`config.mk`:
```
export PLATFORM = sky130hd
export DESIGN_NAME = lmem_arbiter
export DESIGN_NICKNAME = d
export VERILOG_FILES = /design/src/rtl/lmem_arbiter.sv
export SDC_FILE = /design/constraint.sdc
export NUM_CORES = 1
export LEC_CHECK = 0
export ABC_CLOCK_PERIOD_IN_PS = 2900
export CORE_MARGIN = 4
export CORE_UTILIZATION = 39
export DETAILED_ROUTE_END_ITERATION = 8
export PLACE_DENSITY_LB_ADDON = 0.08
export SLEW_MARGIN = 20
export SYNTH_ARGS = -nofsm -noshare
export SYNTH_HDL_FRONTEND = slang
export SYNTH_SLANG_ARGS = --single-unit
```
`constraint.sdc`:
```
create_clock -name clk -period 2.9 [get_ports clk]
set_clock_uncertainty 0.2 [all_clocks]
set_input_delay 0.58 -clock clk [delete_from_list [all_inputs] [get_ports clk]]
set_output_delay 0.58 -clock clk [all_outputs]
set_load 0.01 [all_outputs]
```
`src/rtl/lmem_arbiter.sv`:
```
// lmem_arbiter: grants one of three requesters (conv writer, pool, flatten
// writer) burst access to the single layer-memory port.
//
// Ports:
//   clk, reset                : clock, synchronous active-low reset
//   req/we/last [2:0]         : per-requester request, beat type (1=write), final beat
//   sel [8:0]                 : per-requester memory select, requester i at [3i+2:3i]
//   addr [3*ADDR_W-1:0]       : per-requester beat address
//   wdata [3*DATA_W-1:0]      : per-requester write data
//   gnt [2:0]                 : registered one-hot grant
//   rvalid [2:0], rdata       : read return, two cycles after the read beat is accepted
//   cwr/crd, caddr_wr/caddr_rd, cdata_wr, csel, cdata_rd : layer-memory port
//
// Build option: define LMEM_ARB_FIXED_PRIO_EN to replace round-robin with
// fixed priority (requester 0 highest); the round-robin pointer is then absent.
//
// state  | meaning
// S_IDLE | no owner; arbitrate among pending requests
// S_BUSY | owner holds gnt; each cycle with req[owner]=1 is an accepted beat
// S_TURN | one dead cycle with gnt=0 while the memory pipeline drains

module lmem_arbiter #(
   parameter int ADDR_W    = 12,
   parameter int DATA_W    = 20,
   parameter int MAX_BURST = 16
) (
   input  logic                  clk,
   input  logic                  reset,
   input  logic [2:0]            req,
   input  logic [2:0]            we,
   input  logic [8:0]            sel,
   input  logic [3*ADDR_W-1:0]   addr,
   input  logic [3*DATA_W-1:0]   wdata,
   input  logic [2:0]            last,
   output logic [2:0]            gnt,
   output logic [2:0]            rvalid,
   output logic [DATA_W-1:0]     rdata,
   output logic                  cwr,
   output logic                  crd,
   output logic [ADDR_W-1:0]     caddr_wr,
   output logic [ADDR_W-1:0]     caddr_rd,
   output logic [DATA_W-1:0]     cdata_wr,
   output logic [2:0]            csel,
   input  logic [DATA_W-1:0]     cdata_rd
);

   typedef enum logic [1:0] {S_IDLE, S_BUSY, S_TURN} state_t;

   localparam logic [7:0] LP_LAST_CNT = 8'(MAX_BURST - 1);

   state_t              r_state, w_state_nxt;
   logic [1:0]          r_owner;
   logic [1:0]          w_pick;
   logic [7:0]          r_beat_cnt;
   logic [2:0]          r_gnt, w_gnt_nxt;
   logic                w_own_req, w_own_we, w_own_last, w_accept;
   logic [2:0]          w_own_sel;
   logic [ADDR_W-1:0]   w_own_addr;
   logic [DATA_W-1:0]   w_own_wdata;
   logic                r_cwr, r_crd;
   logic [ADDR_W-1:0]   r_caddr_wr, r_caddr_rd;
   logic [DATA_W-1:0]   r_cdata_wr;
   logic [2:0]          r_csel, r_rd_owner, r_rvalid;
`ifndef LMEM_ARB_FIXED_PRIO_EN
   logic [1:0]          r_rr_ptr;
`endif

   function automatic logic [2:0] f_onehot(input logic [1:0] idx);
      return 3'b001 << idx;
   endfunction

   // Owner's view of the per-requester buses.
   always_comb begin
      w_own_req   = 1'b0;
      w_own_we    = 1'b0;
      w_own_last  = 1'b0;
      w_own_sel   = '0;
      w_own_addr  = '0;
      w_own_wdata = '0;
      case (r_owner)
         2'd0: begin
            w_own_req = req[0]; w_own_we = we[0]; w_own_last = last[0];
            w_own_sel = sel[2:0];
            w_own_addr = addr[ADDR_W-1:0];
            w_own_wdata = wdata[DATA_W-1:0];
         end
         2'd1: begin
            w_own_req = req[1]; w_own_we = we[1]; w_own_last = last[1];
            w_own_sel = sel[5:3];
            w_own_addr = addr[2*ADDR_W-1:ADDR_W];
            w_own_wdata = wdata[2*DATA_W-1:DATA_W];
         end
         2'd2: begin
            w_own_req = req[2]; w_own_we = we[2]; w_own_last = last[2];
            w_own_sel = sel[8:6];
            w_own_addr = addr[3*ADDR_W-1:2*ADDR_W];
            w_own_wdata = wdata[3*DATA_W-1:2*DATA_W];
         end
         default: ;
      endcase
   end

   always_comb begin
      w_pick = 2'd0;
`ifdef LMEM_ARB_FIXED_PRIO_EN
      if (req[0])      w_pick = 2'd0;
      else if (req[1]) w_pick = 2'd1;
      else             w_pick = 2'd2;
`else
      // Search order starts at the pointer and wraps.
      case (r_rr_ptr)
         2'd1:    w_pick = req[1] ? 2'd1 : (req[2] ? 2'd2 : 2'd0);
         2'd2:    w_pick = req[2] ? 2'd2 : (req[0] ? 2'd0 : 2'd1);
         default: w_pick = req[0] ? 2'd0 : (req[1] ? 2'd1 : 2'd2);
      endcase
`endif
   end

   assign w_accept = (r_state == S_BUSY) && w_own_req;

   always_comb begin
      w_state_nxt = r_state;
      w_gnt_nxt   = 3'b000;
      case (r_state)
         S_IDLE: if (|req) w_state_nxt = S_BUSY;
         S_BUSY: if (w_accept && (w_own_last || r_beat_cnt == LP_LAST_CNT))
                    w_state_nxt = S_TURN;
         S_TURN: w_state_nxt = S_IDLE;
         default: w_state_nxt = S_IDLE;
      endcase
      if (w_state_nxt == S_BUSY)
         w_gnt_nxt = f_onehot((r_state == S_IDLE) ? w_pick : r_owner);
   end

   always_ff @(posedge clk) begin
      if (!reset) r_state <= S_IDLE;
      else        r_state <= w_state_nxt;
   end

   always_ff @(posedge clk) begin
      if (!reset) begin
         r_owner    <= 2'd0;
         r_beat_cnt <= 8'd0;
         r_gnt      <= 3'b000;
         r_cwr      <= 1'b0;
         r_crd      <= 1'b0;
         r_caddr_wr <= '0;
         r_caddr_rd <= '0;
         r_cdata_wr <= '0;
         r_csel     <= 3'b000;
         r_rd_owner <= 3'b000;
         r_rvalid   <= 3'b000;
      end else begin
         r_gnt <= w_gnt_nxt;
         if (r_state == S_IDLE && |req) begin
            r_owner    <= w_pick;
            r_beat_cnt <= 8'd0;
         end else if (w_accept) begin
            r_beat_cnt <= r_beat_cnt + 8'd1;
         end
         r_cwr <= w_accept & w_own_we;
         r_crd <= w_accept & ~w_own_we;
         if (w_accept) begin
            r_csel     <= w_own_sel;
            r_rd_owner <= f_onehot(r_owner);
            if (w_own_we) begin
               r_caddr_wr <= w_own_addr;
               r_cdata_wr <= w_own_wdata;
            end else begin
               r_caddr_rd <= w_own_addr;
            end
         end
         // Memory returns read data the cycle after the crd strobe.
         r_rvalid <= r_crd ? r_rd_owner : 3'b000;
      end
   end

`ifndef LMEM_ARB_FIXED_PRIO_EN
   always_ff @(posedge clk) begin
      if (!reset)
         r_rr_ptr <= 2'd0;
      else if (r_state == S_BUSY && w_state_nxt == S_TURN)
         r_rr_ptr <= (r_owner == 2'd2) ? 2'd0 : r_owner + 2'd1;
   end
`endif

   assign gnt      = r_gnt;
   assign rvalid   = r_rvalid;
   assign rdata    = cdata_rd;
   assign cwr      = r_cwr;
   assign crd      = r_crd;
   assign caddr_wr = r_caddr_wr;
   assign caddr_rd = r_caddr_rd;
   assign cdata_wr = r_cdata_wr;
   assign csel     = r_csel;

endmodule

```
# [Yosys cells after proc, flatten, opt, wreduce, memory -nomap -nowiden]
# Index checks and enable logic that the tools add are counted.
[totals] register_bits=72 wordCells=60 output_inout_bits=75
[classes] n_shift=2 n_reduce_logical=13 eq_ne=8 n_bitwise=4 muxes=18 add_sub_neg=2
[ops] op="$pmux 20 s3" count=1
[ops] op="$pmux 12 s3" count=1
[ops] op="$mux 2" count=9
[ops] op="$pmux 1 s3" count=3
[ops] op="$pmux 3 s3" count=1
[ops] op="$add 8x1->8 const B" count=1
[ops] op="$eq 2x1->1 const B" count=4
[ops] op="$eq 8x4->1 const B" count=1
[ops] op="$pmux 2 s2" count=2
[ops] op="$reduce_and 2->1" count=4
[ops] op="$eq 2x2->1 const B" count=3
[ops] op="$shl 1x2->3 const A" count=2
[ops] op="$logic_and 1x1->1" count=4
[ops] op="$logic_not 2->1" count=2
[ops] op="$reduce_or 3->1" count=1
[ops] op="$add 2x1->2 const B" count=1
[ops] op="$and 1x1->1" count=2
[ops] op="$not 1->1" count=2
[ops] op="$reduce_or 2->1" count=1
[ops] op="$logic_or 1x1->1" count=1
[ops] op="$mux 1" count=1

# [Logic depth before layout (Yosys ltp)]
# Gate-level depths: netlist of run 1.
[logic_depth] ltp_word=8 depth_mapped=8 depth_no_buf=7

# [Least setup slack after synthesis of run 1]
# Ideal clock, no wire load.
[synth_timing] kind="input -> register" from="in last[2]" to="reg r_gnt[1] (netlist: gnt[1])" slack_ns=0.754 arrival_ns=1.866 path_stages=5 required_ns=2.620 cell_sequence="mux2_1 mux2i_1 a211oi_4 or4_4 nor3b_1"
[synth_between] elab_chain_len=7
[synth_rtl] element="start: declaration" line="34" text="input logic [2:0] last,"
[synth_rtl] element="$pmux 1 s3" line="80" text="case (r_owner)"
[synth_rtl] element="$logic_or 1x1->1" line="126" text="S_BUSY: if (w_accept && (w_own_last || r_beat_cnt == LP_LAST_CNT))"
[synth_rtl] element="$logic_and 1x1->1" line="126"
[synth_rtl] element="$mux 2" line="126"
[synth_rtl] element="$pmux 2 s2" line="124" text="case (r_state)"
[synth_rtl] element="$eq 2x1->1" line="131" text="if (w_state_nxt == S_BUSY)"
[synth_rtl] element="$reduce_and 2->1 (no source line)"
[synth_rtl] element="end signal: assignment" line="154" text="r_gnt <= w_gnt_nxt;"
[synth_rtl] element="end: declaration" line="55" text="logic [2:0] r_gnt, w_gnt_nxt;"
# No other way between the ends.
# A chain may end at the register's enable or synchronous reset.

# [Worst setup path after layout of run 1]
[layout_timing] from="in req[1]" to="reg r_gnt[2] (netlist: gnt[2])"
[layout_between] elab_chain_len=7
[layout_rtl] element="start: declaration" line="29" text="input logic [2:0] req,"
[layout_rtl] element="$pmux 1 s3" line="80"
[layout_rtl] element="$logic_and 1x1->1" line="119" text="assign w_accept = (r_state == S_BUSY) && w_own_req;"
[layout_rtl] element="$logic_and 1x1->1" line="126"
[layout_rtl] element="$mux 2" line="126"
[layout_rtl] element="$pmux 2 s2" line="124"
[layout_rtl] element="$eq 2x1->1" line="131"
[layout_rtl] element="$reduce_and 2->1 (no source line)"
# Several ways; a longest one is shown, not always the timed one.

==> impl_metrics.yaml, run 1 <==
status:
  status: "completed"
layout:
  mostFrequentLayoutCells: "169 x clkdlybuf4s50_1, 79 x nand2_1, 70 x dfxtp_1, 67 x mux2i_1, 41 x o21ai_0"
  finalNetCount: 718
  drive_gt1_share_pct: 6.34
  n_antenna_cell: 0
  syn2layout_area_growth_pct: 51.6
  final_common_cell: "clkdlybuf4s50_1"
  fillers: 862
die:
  dieArea_um2: 11100
  ioPinCount: 211
  die_w_um: 105
  core-area_um2: 9240
  die_y_um: 105
  num_rows: 35
  initial_utilization_pct: 40.0
critical_path:
  cp_max_fo: 10
  required_ns: 2.96
  crit_arrival_ns: 2.53
  cp_slowest_stage_delay_ns: 0.53
  endpoint_kind: "flip-flop"
  startpoint_type: "input pin"
  worst-path-buf-inv: 1
  worstPathCellList: "clkdlybuf4s50_1, mux2i_2, a2bb2oi_4, a211oi_4, or4_4, nor3b_1"
  worstSetupPathType: "input pin to flip-flop"
  crit_family: "simple AND/OR/NAND/NOR gates"
  slowest_stage: "or4_4"
sta:
  worst_pin_slew_ns: 0.649
  fin_crit_ns: 2.47
  relSlewSlack_pct: 56.8
  whs_ns: 0.260
  period_share_pct: 85.1
  tns_ns: 0
  rsz0062_at_grt: "false"
  setup_viol: 0
  slew_viol_final: 0
  hold_violations: 0
  fmax_mhz: 405
global_route:
  busiest_layer: "met2"
  grt_overflow_total: 0
  grtUsageTotal_pct: 18.1
  grt_max_degree: 71
  grt.met1_usage_pct: 19.8
  antenna_found_initial: 0
  first_global_vias: 3437
  grt_first_pass_wirelength_um: 16400
  grt_util_met3_pct: 6.37
  use_met2_pct: 31.5
clock_network:
  worstSkewPairLatency_ns: 0.34
  clock-sinks: 72
  root_buffer: "clkbuf_8"
  cts-htree-levels: 3
  cts_hold_buf: 0
  ctsResizeCount: 0
  clk_path_buf_depth: 2
  post_cts_buffers: 0
  cts_buffers: 9
  cts.reportedPaths.clkPinSlew_ns: 0.08
  cts_tree: "built"
synthesis:
  ys_seq_area_share_pct: 39.0
  synth.cell_area_um2: 3700
  synth_seq_cells: 72
  syn-num-nets: 578
  ys_types: 39
  ys_warn_count: 0
  syn_inst: 439
  avgSynthCellArea_um2: 8.42
min_path:
  min_path_type: "flip-flop to flip-flop"
route:
  vias_per_cell: 4.87
  drcViolationCount: 0
  first_pass_iters: 4
  wl_per_cell_um: 14.3
  num_vias: 3474
  finalWirelength_um: 10200
  ant_nets: 0
  drtIter0Drc: 110
place:
  finalWeightedCongestion: 0.860
  hpwl_um: 7790
  io_buffers: 170
power:
  combPwrFrac_pct: 26.2
  seqPwrFrac_pct: 39.6
  p_int_mw: 2.02
  peakVddDrop_mv: 0.248
  clkPwrFrac_pct: 34.2
  power_density_nw_per_um2: 493
  p_leak_nw: 2.04
  p_sw_mw: 0.744
  swShare_pct: 26.9
job:
  cap_violations: 0
-- registers in the layout, summed over array words and instances (netlist names) --
register	count
caddr_wr	12
cdata_wr	20
gnt	3
rvalid	3
r_rr_ptr	2
r_rd_owner	3
crd	1
r_beat_cnt	8
r_owner	2
csel	3
cwr	1
caddr_rd	12
r_state	2
-- synthesized netlist by cell type --
cell	instances	share of area, %
a31oi_1	2	0.34
nand2b_1	5	0.85
nor4_1	6	1.0
nor3_2	1	0.27
mux2_1	1	0.30
buf_1	3	0.30
inv_1	4	0.41
nor3b_1	3	0.61
nand3b_1	1	0.20
nand3_1	18	2.4
a2bb2oi_4	1	0.71
nor3_1	3	0.41
nand4_1	1	0.17
clkbuf_1	21	2.1
a21boi_0	1	0.20
o31ai_1	2	0.41
or4_4	1	0.30
clkinv_1	1	0.10
dfxtp_1	72	39
xnor2_1	7	1.7
buf_4	21	4.3
mux2_2	1	0.30
mux2i_2	1	0.37
nor2_4	1	0.30
nor2b_1	1	0.17
and2_1	1	0.17
nand2_1	79	8.0
nor2_1	36	3.7
ha_1	3	1.0
and3_1	3	0.51
a21oi_1	12	1.6
a211oi_1	9	1.8
buf_2	4	0.54
nor2b_4	1	0.37
a211oi_4	1	0.54
buf_6	2	0.61
o21ai_0	41	5.5
mux2i_1	67	18
o31a_1	1	0.24
-- final timing paths --
path                                                 from                         to  slack (ns)  cells past startpoint
worst max-delay path                               req[1]          gnt[2]$_SDFF_PN0_        0.43                      6
worst min-delay path            cdata_wr[18]$_SDFFE_PN0P_  cdata_wr[18]$_SDFFE_PN0P_        0.26                      2
worst max register to register    r_owner[1]$_SDFFE_PN0P_          gnt[2]$_SDFF_PN0_        0.62                      5
worst min register to register  cdata_wr[18]$_SDFFE_PN0P_  cdata_wr[18]$_SDFFE_PN0P_        0.26                      2
-- metal layers --
layer / wire (um) / part of all wire [%]
met3: 950 / 9.3
met4: 208 / 2.0
met5: 0 / 0
met2: 4990 / 49
met1: 4020 / 40
-- per-stage QoR --
stage          setup WS, ns  cells  cell area, um2  total power [mW]  util (%)
6_report              0.432    713            5610              2.76      60.7
5_1_grt               0.342    713            5610              2.91      60.7
4_1_cts               0.448    713            5610              2.80      60.7
3_5_place_dp         0.0791    697            5360              1.85      58.0
3_3_place_gp          0.173    697            5360              1.84      58.0
2_1_floorplan         0.754    439            3700              1.53         -
-- power by group through the flow --
stage / combinational [mW] / clock (mW) / sequential [mW]
6_report: 0.723 / 0.946 / 1.09
5_1_grt: 0.795 / 1.01 / 1.10
4_1_cts: 0.733 / 0.970 / 1.10
3_5_place_dp: 0.730 / 0 / 1.12
3_3_place_gp: 0.721 / 0 / 1.12
2_1_floorplan: 0.397 / 0 / 1.13
-- kinds of logic (layout without fill, tap and decap cells) --
kind of cell    after synthesis  in the layout  share of synthesized area (%)
buf+inv                      56            201                           8.36
flops                        72             72                           39.0
mux                          70             70                           19.1
compound gates               70             70                           11.4
simple gates                161            161                           19.5
fa+ha+maj                     3              3                           1.01
xor+xnor                      7              7                           1.66
-- worst min-delay path, cell delays in order (launching register included) --
cell	delay, ns
dfxtp_1	0.31
nand2_1	0.05
o21ai_0	0.06
-- cell type report --
class	instances	area (um2)	area share [%]
clock buffers	9	124	2.21
clock inverters	7	120	2.14
inverters	5	18.8	0.335
multi-input cells	311	1950	34.9
flip-flops and latches	72	1440	25.8
well taps	129	161	2.88
repair buffers	180	1780	31.8
Note: power is estimated with default switching activity, not from simulation.
==> run 2: changes to the inputs <==
--- a/config.mk
+++ b/config.mk
@@ -5,10 +5,12 @@
 export SDC_FILE = /design/constraint.sdc
 export NUM_CORES = 1
 export LEC_CHECK = 0
+export ABC_AREA = 1
 export ABC_CLOCK_PERIOD_IN_PS = 2900
 export CORE_MARGIN = 4
-export CORE_UTILIZATION = 39
+export CORE_UTILIZATION = 40
 export DETAILED_ROUTE_END_ITERATION = 8
+export HOLD_SLACK_MARGIN = 0.06
 export PLACE_DENSITY_LB_ADDON = 0.08
 export SLEW_MARGIN = 20
 export SYNTH_ARGS = -nofsm -noshare
==> impl_metrics.yaml, run 2 <==
status:
  status: "completed"
place:
  hpwl_um: 8960
  finalWeightedCongestion: 0.895
  io_buffers: 170
clock_network:
  cts-htree-levels: 3
  cts.reportedPaths.clkPinSlew_ns: 0.08
  worstSkewPairLatency_ns: 0.34
  clock-sinks: 72
  ctsResizeCount: 0
  cts_hold_buf: 0
  root_buffer: "clkbuf_8"
  cts_tree: "built"
  post_cts_buffers: 0
  clk_path_buf_depth: 2
  cts_buffers: 9
critical_path:
  startpoint_type: "flip-flop"
  setup.worst_path.start: "caddr_rd[9]$_SDFFE_PN0P_"
  worstSetupPathType: "flip-flop to primary output"
  endpoint_kind: "primary output"
  crit_arrival_ns: 1.26
  worst-path-buf-inv: 1
  r2r_cells: 9
  cp_slowest_stage_delay_ns: 0.59
  regToRegSetupSlack_ns: 0.87
  reg2reg_to: "caddr_rd[3]$_SDFFE_PN0P_"
  worstPathCellList: "clkdlybuf4s50_1"
  required_ns: 2.12
  cp_max_fo: 2
  r2r-start: "r_owner[1]$_SDFFE_PN0P_"
  crit_family: "buffers and inverters"
  cp_num_cells: 1
  slowest_stage: "clkdlybuf4s50_1"
  endpoint: "caddr_rd[9]"
synthesis:
  synth_edf_count: 0
  syn_inst: 659
  async_flop_share_pct: 0
  synth_area_leaders: "dfxtp_1 37%, nand2_1 25%, nor2_1 11%"
  ys_types: 22
  synth_seq_cells: 72
  ys_seq_area_share_pct: 36.6
  ys_warn_count: 0
  synth_flop_cell: "dfxtp_1"
  post-synth-top-count-cell: "nand2_1"
  yosysTopAreaCellShare_pct: 36.6
  avgSynthCellArea_um2: 5.98
  synth_commonest_cells: "260 x nand2_1, 113 x nor2_1, 75 x inv_1"
  yosysTopAreaCell: "dfxtp_1"
  syn-num-nets: 798
  synth.cell_area_um2: 3940
layout:
  drive_gt1_share_pct: 4.22
  finalNetCount: 940
  final_common_cell: "nand2_1"
  largest_reg_flops: 20
  mostFrequentLayoutCells: "260 x nand2_1, 169 x clkdlybuf4s50_1, 112 x nor2_1, 75 x inv_1, 72 x dfxtp_1"
  syn2layout_area_growth_pct: 46.5
  n_antenna_cell: 0
  fin_util_pct: 61.3
die:
  dieArea_um2: 11500
  initial_utilization_pct: 41.8
  die_w_um: 107
  die_y_um: 107
  core-area_um2: 9420
  ioPinCount: 211
  num_rows: 35
power:
  p_leak_nw: 2.73
  power_mw: 3.03
  peakVddDrop_mv: 0.273
  power_density_nw_per_um2: 525
route:
  drcViolationCount: 0
  num_vias: 4231
  wl_per_cell_um: 12.3
  finalWirelength_um: 11500
  first_pass_iters: 5
  drtIter0Drc: 228
  ant_nets: 0
  vias_per_cell: 4.53
sta:
  rsz0062_at_grt: "false"
  worst_pin_slew_ns: 0.463
  relSlewSlack_pct: 69.1
  fin_crit_ns: 2.04
  hold_violations: 0
  period_share_pct: 70.5
  fmax_mhz: 489
  slew_viol_final: 0
  setup_viol: 0
  tns_ns: 0
global_route:
  first_global_vias: 4022
  antenna_found_initial: 0
  grt_first_pass_wirelength_um: 18400
  grt_overflow_total: 0
  grt_max_degree: 40
  grtUsageTotal_pct: 19.7
job:
  cap_violations: 0
min_path:
  min_path_type: "flip-flop to flip-flop"
[run 2: cell count changes after synthesis, moves of 36 or more]
cell     change
inv_1       +71
mux2i_1     -67
nand2_1    +181
nand3_1     +36
nor2_1      +77
o21ai_0     -38
[run 2: where the power goes]
group	total [mW]	internal, mW	leakage [nW]	switching, mW
logic	1.06	0.487	2.04	0.575
clock network	0.819	0.408	0.102	0.411
registers	1.15	1.09	0.585	0.0598
[run 2: metal layers]
metal / vias to the layer above / track usage [%] / wire, um
li1: 2233 / - / -
met1: 1848 / 22.7 / 4600
met2: 129 / 35.0 / 5820
met3: 21 / 6.32 / 890
met4: 0 / 5.48 / 217
met5: - / 0 / 0
[run 2: final cells by class]
cell class / instances / area (um2)
clock buffers: 9 / 124
repair buffers: 179 / 1760
well taps: 129 / 161
clock inverters: 7 / 80.1
multi-input cells: 461 / 1910
fillers: 911 / 3640
inverters: 78 / 293
flip-flops and latches: 72 / 1440
[run 2: worst reg2reg max path, cell delays in order, from the launching register on]
cell	delay, ns
dfxtp_1	0.48
nor2_2	0.08
buf_4	0.23
nand2_1	0.09
nand3_1	0.09
inv_1	0.09
nand3_2	0.36
nand2_1	0.19
nand2_1	0.06
nor2_1	0.10
[run 2: worst min-delay path by stage]
stage	depth (start not counted)	start	to
3_3_place_gp	2	r_rd_owner[2]$_SDFFE_PN0P_	rvalid[2]$_SDFF_PN0_
2_1_floorplan	2	r_rd_owner[0]$_SDFFE_PN0P_	rvalid[0]$_SDFF_PN0_
3_5_place_dp	2	r_rd_owner[2]$_SDFFE_PN0P_	rvalid[2]$_SDFF_PN0_
5_1_grt	2	r_rd_owner[1]$_SDFFE_PN0P_	rvalid[1]$_SDFF_PN0_
4_1_cts	2	r_rd_owner[2]$_SDFFE_PN0P_	rvalid[2]$_SDFF_PN0_
6_report	2	r_rd_owner[2]$_SDFFE_PN0P_	rvalid[2]$_SDFF_PN0_
[run 2: kinds of logic (layout without fill, tap and decap cells)]
group                      Yosys count  count (layout)  synth area share [%]
and+or+nand+nor                    435             435                  44.0
buffers and inverters              126             273                  15.2
DFF                                 72              72                  36.6
AOI/OAI and AO/OA                   20              20                  2.57
adders and majority gates            3               3                 0.953
xor gates and xnor gates             3               3                 0.667
[run 2: per-stage QoR]
step	cell area, um2	cells	hold slack (ns)	setup WS (ns)
finish	5770	935	0.238	0.856
global route	5770	935	0.273	0.601
CTS	5770	935	0.238	0.824
detailed placement	5570	919	0.223	0.557
global placement	5570	919	0.222	0.614
floorplan	3940	659	0.208	1.30
